**src/rtl/jstk_move_decoder_if.sv**
```systemverilog
// Bundle between the joystick sampler, the move decoder and the game FSM.
// The master side drives samples and the ready, and the slave side (the decoder) returns moves and status.
interface jstk_move_decoder_if #(
    parameter int AXIS_W = 10
);
    logic              sample_valid;
    logic [AXIS_W-1:0] x_pos;
    logic [AXIS_W-1:0] y_pos;
    logic              btn;
    logic              move_valid;
    logic [1:0]        move_dir;
    logic              move_ready;
    logic [2:0]        dir_level;
    logic              btn_press;
    logic [7:0]        drop_cnt;

    modport master (
        output sample_valid, x_pos, y_pos, btn, move_ready,
        input  move_valid, move_dir, dir_level, btn_press, drop_cnt
    );

    modport slave (
        input  sample_valid, x_pos, y_pos, btn, move_ready,
        output move_valid, move_dir, dir_level, btn_press, drop_cnt
    );
endinterface

```
**src/rtl/jstk_move_decoder.sv**
```systemverilog
// Turns raw PmodJSTK samples into qualified, debounced 2048 move commands
// with a single-entry valid/ready buffer, optional auto-repeat and a button-press pulse.
module jstk_move_decoder #(
    parameter int AXIS_W     = 10,
    parameter int CENTER     = 512,
    parameter int DEADZONE   = 160,
    parameter int HYST       = 32,
    parameter int STABLE_CNT = 4,
    parameter int REPEAT_EN  = 0,
    parameter int REPEAT_DLY = 50_000_000,
    parameter int REPEAT_PER = 12_500_000
) (
    input  logic                  clk,
    input  logic                  rst,
    jstk_move_decoder_if.slave    bus
);

    localparam int QW   = (STABLE_CNT < 2) ? 1 : $clog2(STABLE_CNT + 1);
    localparam int TMAX = (REPEAT_DLY > REPEAT_PER) ? REPEAT_DLY : REPEAT_PER;
    localparam int TW   = (TMAX < 2) ? 1 : $clog2(TMAX + 1);

    localparam logic signed [AXIS_W:0] CENTER_S = (AXIS_W+1)'(CENTER);
    localparam logic        [AXIS_W:0] DZ_LIM   = (AXIS_W+1)'(DEADZONE);
    localparam logic        [AXIS_W:0] REL_LIM  = (AXIS_W+1)'(DEADZONE - HYST);

    localparam logic [1:0] DIR_UP    = 2'd0;
    localparam logic [1:0] DIR_RIGHT = 2'd1;
    localparam logic [1:0] DIR_DOWN  = 2'd2;
    localparam logic [1:0] DIR_LEFT  = 2'd3;

    typedef enum logic [1:0] {IDLE, QUAL, HELD} state_t;

    state_t          state_q, state_d;
    logic [1:0]      cand_q, cand_d;
    logic [QW-1:0]   qcnt_q, qcnt_d;
    logic [1:0]      held_q, held_d;
    logic [2:0]      dirLevel_q, dirLevel_d;
    logic [TW-1:0]   timer_q, timer_d;
    logic            rep_q, rep_d;
    logic            mvValid_q, mvValid_d;
    logic [1:0]      mvDir_q, mvDir_d;
    logic [7:0]      drop_q, drop_d;
    logic            btnPrev_q, btnPrev_d;
    logic            btnPress_q, btnPress_d;

    logic signed [AXIS_W:0] dx, dy;
    logic        [AXIS_W:0] absX, absY;
    logic                   isCentre;
    logic [1:0]             candDir;
    logic                   release_c;
    logic                   qualify;
    logic                   emit;
    logic [1:0]             emitDir;
    logic [QW-1:0]          qcntInc;
    logic [TW-1:0]          timerInc;

    // Signed offsets from rest; X wins ties for the dominant axis.
    always_comb begin
        dx       = $signed({1'b0, bus.x_pos}) - CENTER_S;
        dy       = $signed({1'b0, bus.y_pos}) - CENTER_S;
        absX     = dx[AXIS_W] ? AXIS_W'(0) - dx : dx;
        absY     = dy[AXIS_W] ? AXIS_W'(0) - dy : dy;
        isCentre = (absX <= DZ_LIM) && (absY <= DZ_LIM);
        if (absX >= absY) begin
            candDir = dx[AXIS_W] ? DIR_LEFT : DIR_RIGHT;
        end else begin
            candDir = dy[AXIS_W] ? DIR_DOWN : DIR_UP;
        end
        case (held_q)
            DIR_RIGHT: release_c = dx[AXIS_W]  || (absX < REL_LIM);
            DIR_LEFT:  release_c = !dx[AXIS_W] || (absX < REL_LIM);
            DIR_UP:    release_c = dy[AXIS_W]  || (absY < REL_LIM);
            default:   release_c = !dy[AXIS_W] || (absY < REL_LIM);
        endcase
    end

    always_comb begin
        state_d    = state_q;
        cand_d     = cand_q;
        qcnt_d     = qcnt_q;
        held_d     = held_q;
        dirLevel_d = dirLevel_q;
        timer_d    = timer_q;
        rep_d      = rep_q;
        qualify    = 1'b0;
        emit       = 1'b0;
        emitDir    = held_q;
        qcntInc    = qcnt_q + QW'(1);
        timerInc   = timer_q + TW'(1);

        case (state_q)
            IDLE: begin
                if (bus.sample_valid && !isCentre) begin
                    state_d = QUAL;
                    cand_d  = candDir;
                    qcnt_d  = QW'(1);
                    qualify = (STABLE_CNT <= 1);
                end
            end
            QUAL: begin
                if (bus.sample_valid) begin
                    if (isCentre) begin
                        state_d = IDLE;
                        qcnt_d  = '0;
                    end else if (candDir == cand_q) begin
                        qcnt_d  = qcntInc;
                        qualify = (qcntInc >= QW'(STABLE_CNT));
                    end else begin
                        cand_d  = candDir;
                        qcnt_d  = QW'(1);
                        qualify = (STABLE_CNT <= 1);
                    end
                end
            end
            HELD: begin
                if (bus.sample_valid && release_c) begin
                    state_d    = IDLE;
                    dirLevel_d = 3'd0;
                    qcnt_d     = '0;
                    timer_d    = '0;
                    rep_d      = 1'b0;
                end else if (REPEAT_EN != 0) begin
                    // First repeat waits REPEAT_DLY, later ones REPEAT_PER.
                    timer_d = timerInc;
                    if ((!rep_q && timerInc == TW'(REPEAT_DLY)) ||
                        (rep_q && timerInc == TW'(REPEAT_PER))) begin
                        emit    = 1'b1;
                        emitDir = held_q;
                        timer_d = '0;
                        rep_d   = 1'b1;
                    end
                end
            end
            default: state_d = IDLE;
        endcase

        if (qualify) begin
            state_d    = HELD;
            held_d     = candDir;
            dirLevel_d = {1'b0, candDir} + 3'd1;
            qcnt_d     = '0;
            timer_d    = '0;
            rep_d      = 1'b0;
            emit       = 1'b1;
            emitDir    = candDir;
        end
    end

    // Single-entry buffer: a held move is never overwritten until it is taken.
    always_comb begin
        mvValid_d = mvValid_q;
        mvDir_d   = mvDir_q;
        drop_d    = drop_q;
        if (mvValid_q && bus.move_ready) begin
            mvValid_d = 1'b0;
        end
        if (emit) begin
            if (!mvValid_q || bus.move_ready) begin
                mvValid_d = 1'b1;
                mvDir_d   = emitDir;
            end else if (drop_q != 8'hFF) begin
                drop_d = drop_q + 8'd1;
            end
        end
        btnPrev_d  = btnPrev_q;
        btnPress_d = 1'b0;
        if (bus.sample_valid) begin
            btnPrev_d  = bus.btn;
            btnPress_d = bus.btn && !btnPrev_q;
        end
    end

    always_ff @(posedge clk) begin
        if (rst) begin
            state_q    <= IDLE;
            cand_q     <= 2'd0;
            qcnt_q     <= '0;
            held_q     <= 2'd0;
            dirLevel_q <= 3'd0;
            timer_q    <= '0;
            rep_q      <= 1'b0;
            mvValid_q  <= 1'b0;
            mvDir_q    <= 2'd0;
            drop_q     <= 8'd0;
            btnPrev_q  <= 1'b0;
            btnPress_q <= 1'b0;
        end else begin
            state_q    <= state_d;
            cand_q     <= cand_d;
            qcnt_q     <= qcnt_d;
            held_q     <= held_d;
            dirLevel_q <= dirLevel_d;
            timer_q    <= timer_d;
            rep_q      <= rep_d;
            mvValid_q  <= mvValid_d;
            mvDir_q    <= mvDir_d;
            drop_q     <= drop_d;
            btnPrev_q  <= btnPrev_d;
            btnPress_q <= btnPress_d;
        end
    end

    assign bus.move_valid = mvValid_q;
    assign bus.move_dir   = mvDir_q;
    assign bus.dir_level  = dirLevel_q;
    assign bus.btn_press  = btnPress_q;
    assign bus.drop_cnt   = drop_q;

endmodule

```
**src/flat_wrapper.sv**
```systemverilog
// flat-port wrapper written by rule: the top's interface ports become plain ports
module jstk_move_decoder_flat 
#(
    parameter int AXIS_W     = 10,
    parameter int CENTER     = 512,
    parameter int DEADZONE   = 160,
    parameter int HYST       = 32,
    parameter int STABLE_CNT = 4,
    parameter int REPEAT_EN  = 0,
    parameter int REPEAT_DLY = 50_000_000,
    parameter int REPEAT_PER = 12_500_000
)
  (clk, rst, bus_sample_valid, bus_x_pos, bus_y_pos, bus_btn, bus_move_ready, bus_move_valid, bus_move_dir, bus_dir_level, bus_btn_press, bus_drop_cnt);
  jstk_move_decoder_if #(.AXIS_W(AXIS_W)) bus_i ();
  input  logic clk;
  input  logic rst;
  input wire logic [$bits(bus_i.sample_valid)-1:0] bus_sample_valid;
  input wire logic [$bits(bus_i.x_pos)-1:0] bus_x_pos;
  input wire logic [$bits(bus_i.y_pos)-1:0] bus_y_pos;
  input wire logic [$bits(bus_i.btn)-1:0] bus_btn;
  input wire logic [$bits(bus_i.move_ready)-1:0] bus_move_ready;
  output wire logic [$bits(bus_i.move_valid)-1:0] bus_move_valid;
  output wire logic [$bits(bus_i.move_dir)-1:0] bus_move_dir;
  output wire logic [$bits(bus_i.dir_level)-1:0] bus_dir_level;
  output wire logic [$bits(bus_i.btn_press)-1:0] bus_btn_press;
  output wire logic [$bits(bus_i.drop_cnt)-1:0] bus_drop_cnt;
  assign bus_i.sample_valid = bus_sample_valid;
  assign bus_i.x_pos = bus_x_pos;
  assign bus_i.y_pos = bus_y_pos;
  assign bus_i.btn = bus_btn;
  assign bus_i.move_ready = bus_move_ready;
  assign bus_move_valid = bus_i.move_valid;
  assign bus_move_dir = bus_i.move_dir;
  assign bus_dir_level = bus_i.dir_level;
  assign bus_btn_press = bus_i.btn_press;
  assign bus_drop_cnt = bus_i.drop_cnt;
  jstk_move_decoder #(.AXIS_W(AXIS_W), .CENTER(CENTER), .DEADZONE(DEADZONE), .HYST(HYST), .STABLE_CNT(STABLE_CNT), .REPEAT_EN(REPEAT_EN), .REPEAT_DLY(REPEAT_DLY), .REPEAT_PER(REPEAT_PER)) u_core (.clk(clk), .rst(rst), .bus(bus_i));
endmodule
```
**config.mk**
```make
export PLATFORM = sky130hd
export DESIGN_NAME = jstk_move_decoder_flat
export DESIGN_NICKNAME = d
export VERILOG_FILES = /design/src/rtl/jstk_move_decoder_if.sv /design/src/rtl/jstk_move_decoder.sv /design/src/flat_wrapper.sv
export SDC_FILE = /design/constraint.sdc
export NUM_CORES = 1
export LEC_CHECK = 0
export CAP_MARGIN = 5
export CORE_MARGIN = 4
export CORE_UTILIZATION = 40
export DETAILED_ROUTE_END_ITERATION = 8
export PLACE_DENSITY = 0.59
export SLEW_MARGIN = 30
export SYNTH_ARGS = -nofsm -noshare
export SYNTH_HDL_FRONTEND = slang
export SYNTH_SLANG_ARGS = --single-unit
```
**constraint.sdc**
```tcl
create_clock -name clk -period 5.6 [get_ports clk]
set_input_delay 1.12 -clock clk [delete_from_list [all_inputs] [get_ports clk]]
set_output_delay 1.12 -clock clk [all_outputs]
set_load 0.02 [all_outputs]
```
==> impl_metrics.json <==
{
  "routed.top_layer": "met4",
  "cts_tree": "built",
  "clkSlewWorstSetupHoldPaths_ps": 90,
  "yosys_register_bits": 25,
  "synth_edf_count": 0,
  "clock_latency_ps": 260,
  "final_area_mm2": 0.00292,
  "via_per_inst": 5.45,
  "wl_per_cell_um": 13.8,
  "ys_top_cells_by_count": "nand2_1 (31), nor2_1 (28), dfxtp_1 (25)",
  "ctsHoldBuffers": 0,
  "ioPinCount": 40,
  "drt_pass1_iterations": 4,
  "hold_viol_final": 0,
  "r2r_start": "u_core.state_q[1]",
  "io_buffer_count": 39,
  "setup_viol": 0,
  "holdCritStartpoint": "u_core.btnPrev_q",
  "gr-total-overflow": 0,
  "synthAdderAreaFrac": 0.0869,
  "clock_path_buffers": 2,
  "worst_pin_slew_ps": 718,
  "fin_nets": 387,
  "yosys.area_share.simple": 0.310,
  "yosysUniqueCellTypes": 66,
  "cts_root_buf": "clkbuf_8",
  "num_vias": 2289,
  "num_rows": 28,
  "power_density_mw_per_mm2": 158,
  "syn-num-nets": 354,
  "ir_drop_v": 0.000110,
  "wl_met3_um": 181,
  "initial_utilization": 0.411,
  "fillCellCount": 581,
  "synth_xor_area_frac": 0.0324,
  "critPathLaunchType": "input port",
  "slew_violations": 0,
  "drcViolationCount": 0,
  "synth_most_common_cell": "nand2_1",
  "max-slew-margin-rel": 0.515,
  "worstPathCellList": "clkdlybuf4s50_1, inv_1, ha_1, nor3b_1, or3_1, and2_1, ha_1, nand2_1, o21ai_0, a31oi_1, a211o_1, a21oi_1, o2111ai_4, or4_1, a21oi_1",
  "hold_path.class": "flop to flop",
  "startpoint": "bus_y_pos[0]",
  "ys.flop_type": "dfxtp_1",
  "path_class": "input port to flop",
  "track_usage": 0.160,
  "drive_above_1_share": 0.0812,
  "period_share": 0.903,
  "h-tree-depth": 1,
  "rsz0062_at_grt": "no",
  "power_leakage_nw": 1.09,
  "placed_cell_area_mm2": 0.00287,
  "async_flop_share": 0,
  "fin_crit_ps": 5060,
  "cts_buffers": 3,
  "netlist.area_leader.share": 0.206,
  "hpwlAfterDp_mm": 4.71,
  "setup_tns_ps": 0,
  "synth.area.mux_share": 0.0560,
  "drtIter0Drc": 99,
  "timing.fmax_mhz": 198,
  "netlist_area_mm2": 0.00243,
  "grt_max_degree": 22,
  "gp_congestion": 0.828,
  "crit_required_ps": 5790,
  "synth_warnings": 0,
  "die_h_um": 86,
  "critPathSlowestCell": "or4_1",
  "ant_nets": 0,
  "run_status": "finished clean",
  "post_cts_resize_count": 0,
  "wl_met2_mm": 2.54,
  "synth_compound_area_frac": 0.248,
  "postCtsSetupBuffers": 0,
  "synth_top_family_by_area": "simple AND/OR/NAND/NOR gates",
  "max_stage_delay_ps": 610,
  "cts_sinks": 25,
  "synth.avg_cell_area_um2": 7.78,
  "area_delta_synth_final_pct": 19.9,
  "fin_cells": 420,
  "critPathCaptureType": "flop",
  "wl_met1_mm": 3.06,
  "antenna_found_initial": 0,
  "critPathArrivalTime_ps": 5250,
  "die-area_mm2": 0.00740,
  "ys_seq_area_frac": 0.206,
  "die_w_um": 86,
  "placed_cells": 416,
  "cp_max_fo": 21,
  "grt_pass1_vias": 2104,
  "finClkSkew_ps": 2.23,
  "diodes": 0,
  "core_region_area_mm2": 0.00592,
  "synth_area_leaders": "dfxtp_1 (21%), ha_1 (8.2%), nand2_1 (4.8%), nor2_1 (4.3%), a21oi_1 (3.3%)",
  "routed_wl_mm": 5.80,
  "netlist_instances": 313,
  "synth_top_area_cell": "dfxtp_1",
  "drv_cap": 0,
  "grt_first_pass_wirelength_mm": 9.94
}
## cells by family after synthesis
group                      Yosys count
AOI/OAI and AO/OA                   79
buffers and inverters               32
xor gates and xnor gates             9
adders and majority gates           17
DFF                                 25
and+or+nand+nor                    136
muxes                               13
other                                2
## per-stage QoR
step	hold slack, ps	setup WS, ps	util	total power, W
after global routing	470	246	0.493	0.000493
after CTS	432	543	0.493	0.000464
after floorplan	399	1160	-	0.000309
final	432	541	0.493	0.000462
after detailed placement	418	245	0.485	0.000358
after global placement	406	358	0.485	0.000358
## critical path: cells and delay by family
kind	cells	cell delay, ps
fa+ha+maj	2	520
compound gates	6	1630
simple gates	5	1310
buf+inv	2	660
## path summary, 6_finish.rpt
kind / end / slack, ps / cells after the start
worst max-delay path: u_core.bus.drop_cnt[2] / 540 / 15
worst min-delay path: u_core.bus.btn_press / 430 / 1
worst max register to register: u_core.bus.drop_cnt[2] / 3220 / 7
worst min register to register: u_core.bus.btn_press / 430 / 1
## state kept, by name (all words and copies together) (netlist names)
name / flops
u_core.state_q: 2
u_core.qcnt_q: 3
u_core.cand_q: 2
u_core.bus.dir_level: 3
u_core.btnPrev_q: 1
u_core.held_q: 2
u_core.bus.move_valid: 1
u_core.bus.move_dir: 2
u_core.bus.btn_press: 1
u_core.bus.drop_cnt: 8
## layout by cell type (no fill, tap or decap), types with 2 or more instances in the layout
| cell | instances |
|---|---|
| mux2i_1 | 8 |
| a21oi_1 | 16 |
| nand3_1 | 12 |
| conb_1 | 2 |
| clkbuf_8 | 3 |
| ha_1 | 16 |
| nand2b_1 | 5 |
| nor4_1 | 4 |
| a22oi_1 | 2 |
| o41a_1 | 3 |
| o31ai_1 | 3 |
| o211ai_1 | 10 |
| a31oi_1 | 3 |
| xnor2_1 | 5 |
| mux2_2 | 4 |
| nor2b_1 | 7 |
| clkdlybuf4s50_1 | 39 |
| nor3b_1 | 2 |
| or3_1 | 4 |
| or4_1 | 5 |
| o31a_1 | 2 |
| nor4b_1 | 6 |
| dfxtp_1 | 25 |
| or2_2 | 5 |
| a21o_1 | 2 |
| nand4_1 | 3 |
| nor3_1 | 6 |
| buf_4 | 5 |
| and3_1 | 2 |
| o21ai_0 | 14 |
| o21a_1 | 2 |
| inv_1 | 16 |
| nand2_1 | 31 |
| and2_1 | 7 |
| xor2_1 | 4 |
| nor2_1 | 28 |
| a211oi_1 | 5 |
| o22ai_1 | 2 |
## area by class of cell
cell class / instances / area (µm²) / share of cell area
tap: 75 / 93.8 / 0.0321
clock buffer: 4 / 45.0 / 0.0154
sequential: 25 / 500 / 0.171
inverter: 16 / 60.1 / 0.0206
timing repair buffer: 44 / 428 / 0.147
multi-input combinational: 256 / 1790 / 0.614
## where the power goes
part / internal [W] / total [W] / leakage [nW] / switching, W
registers: 0.000184 / 0.000188 / 0.203 / 0.00000458
logic: 0.0000739 / 0.000166 / 0.861 / 0.0000917
clock network: 0.0000508 / 0.000108 / 0.0228 / 0.0000567
## layer usage
| layer | track usage | vias to the layer above |
|---|---|---|
| li1 | - | 1220 |
| met1 | 0.242 | 1028 |
| met2 | 0.245 | 39 |
| met3 | 0.0250 | 2 |
| met4 | 0.0158 | 0 |
| met5 | 0 | - |
(Power assumes the default switching activity.)
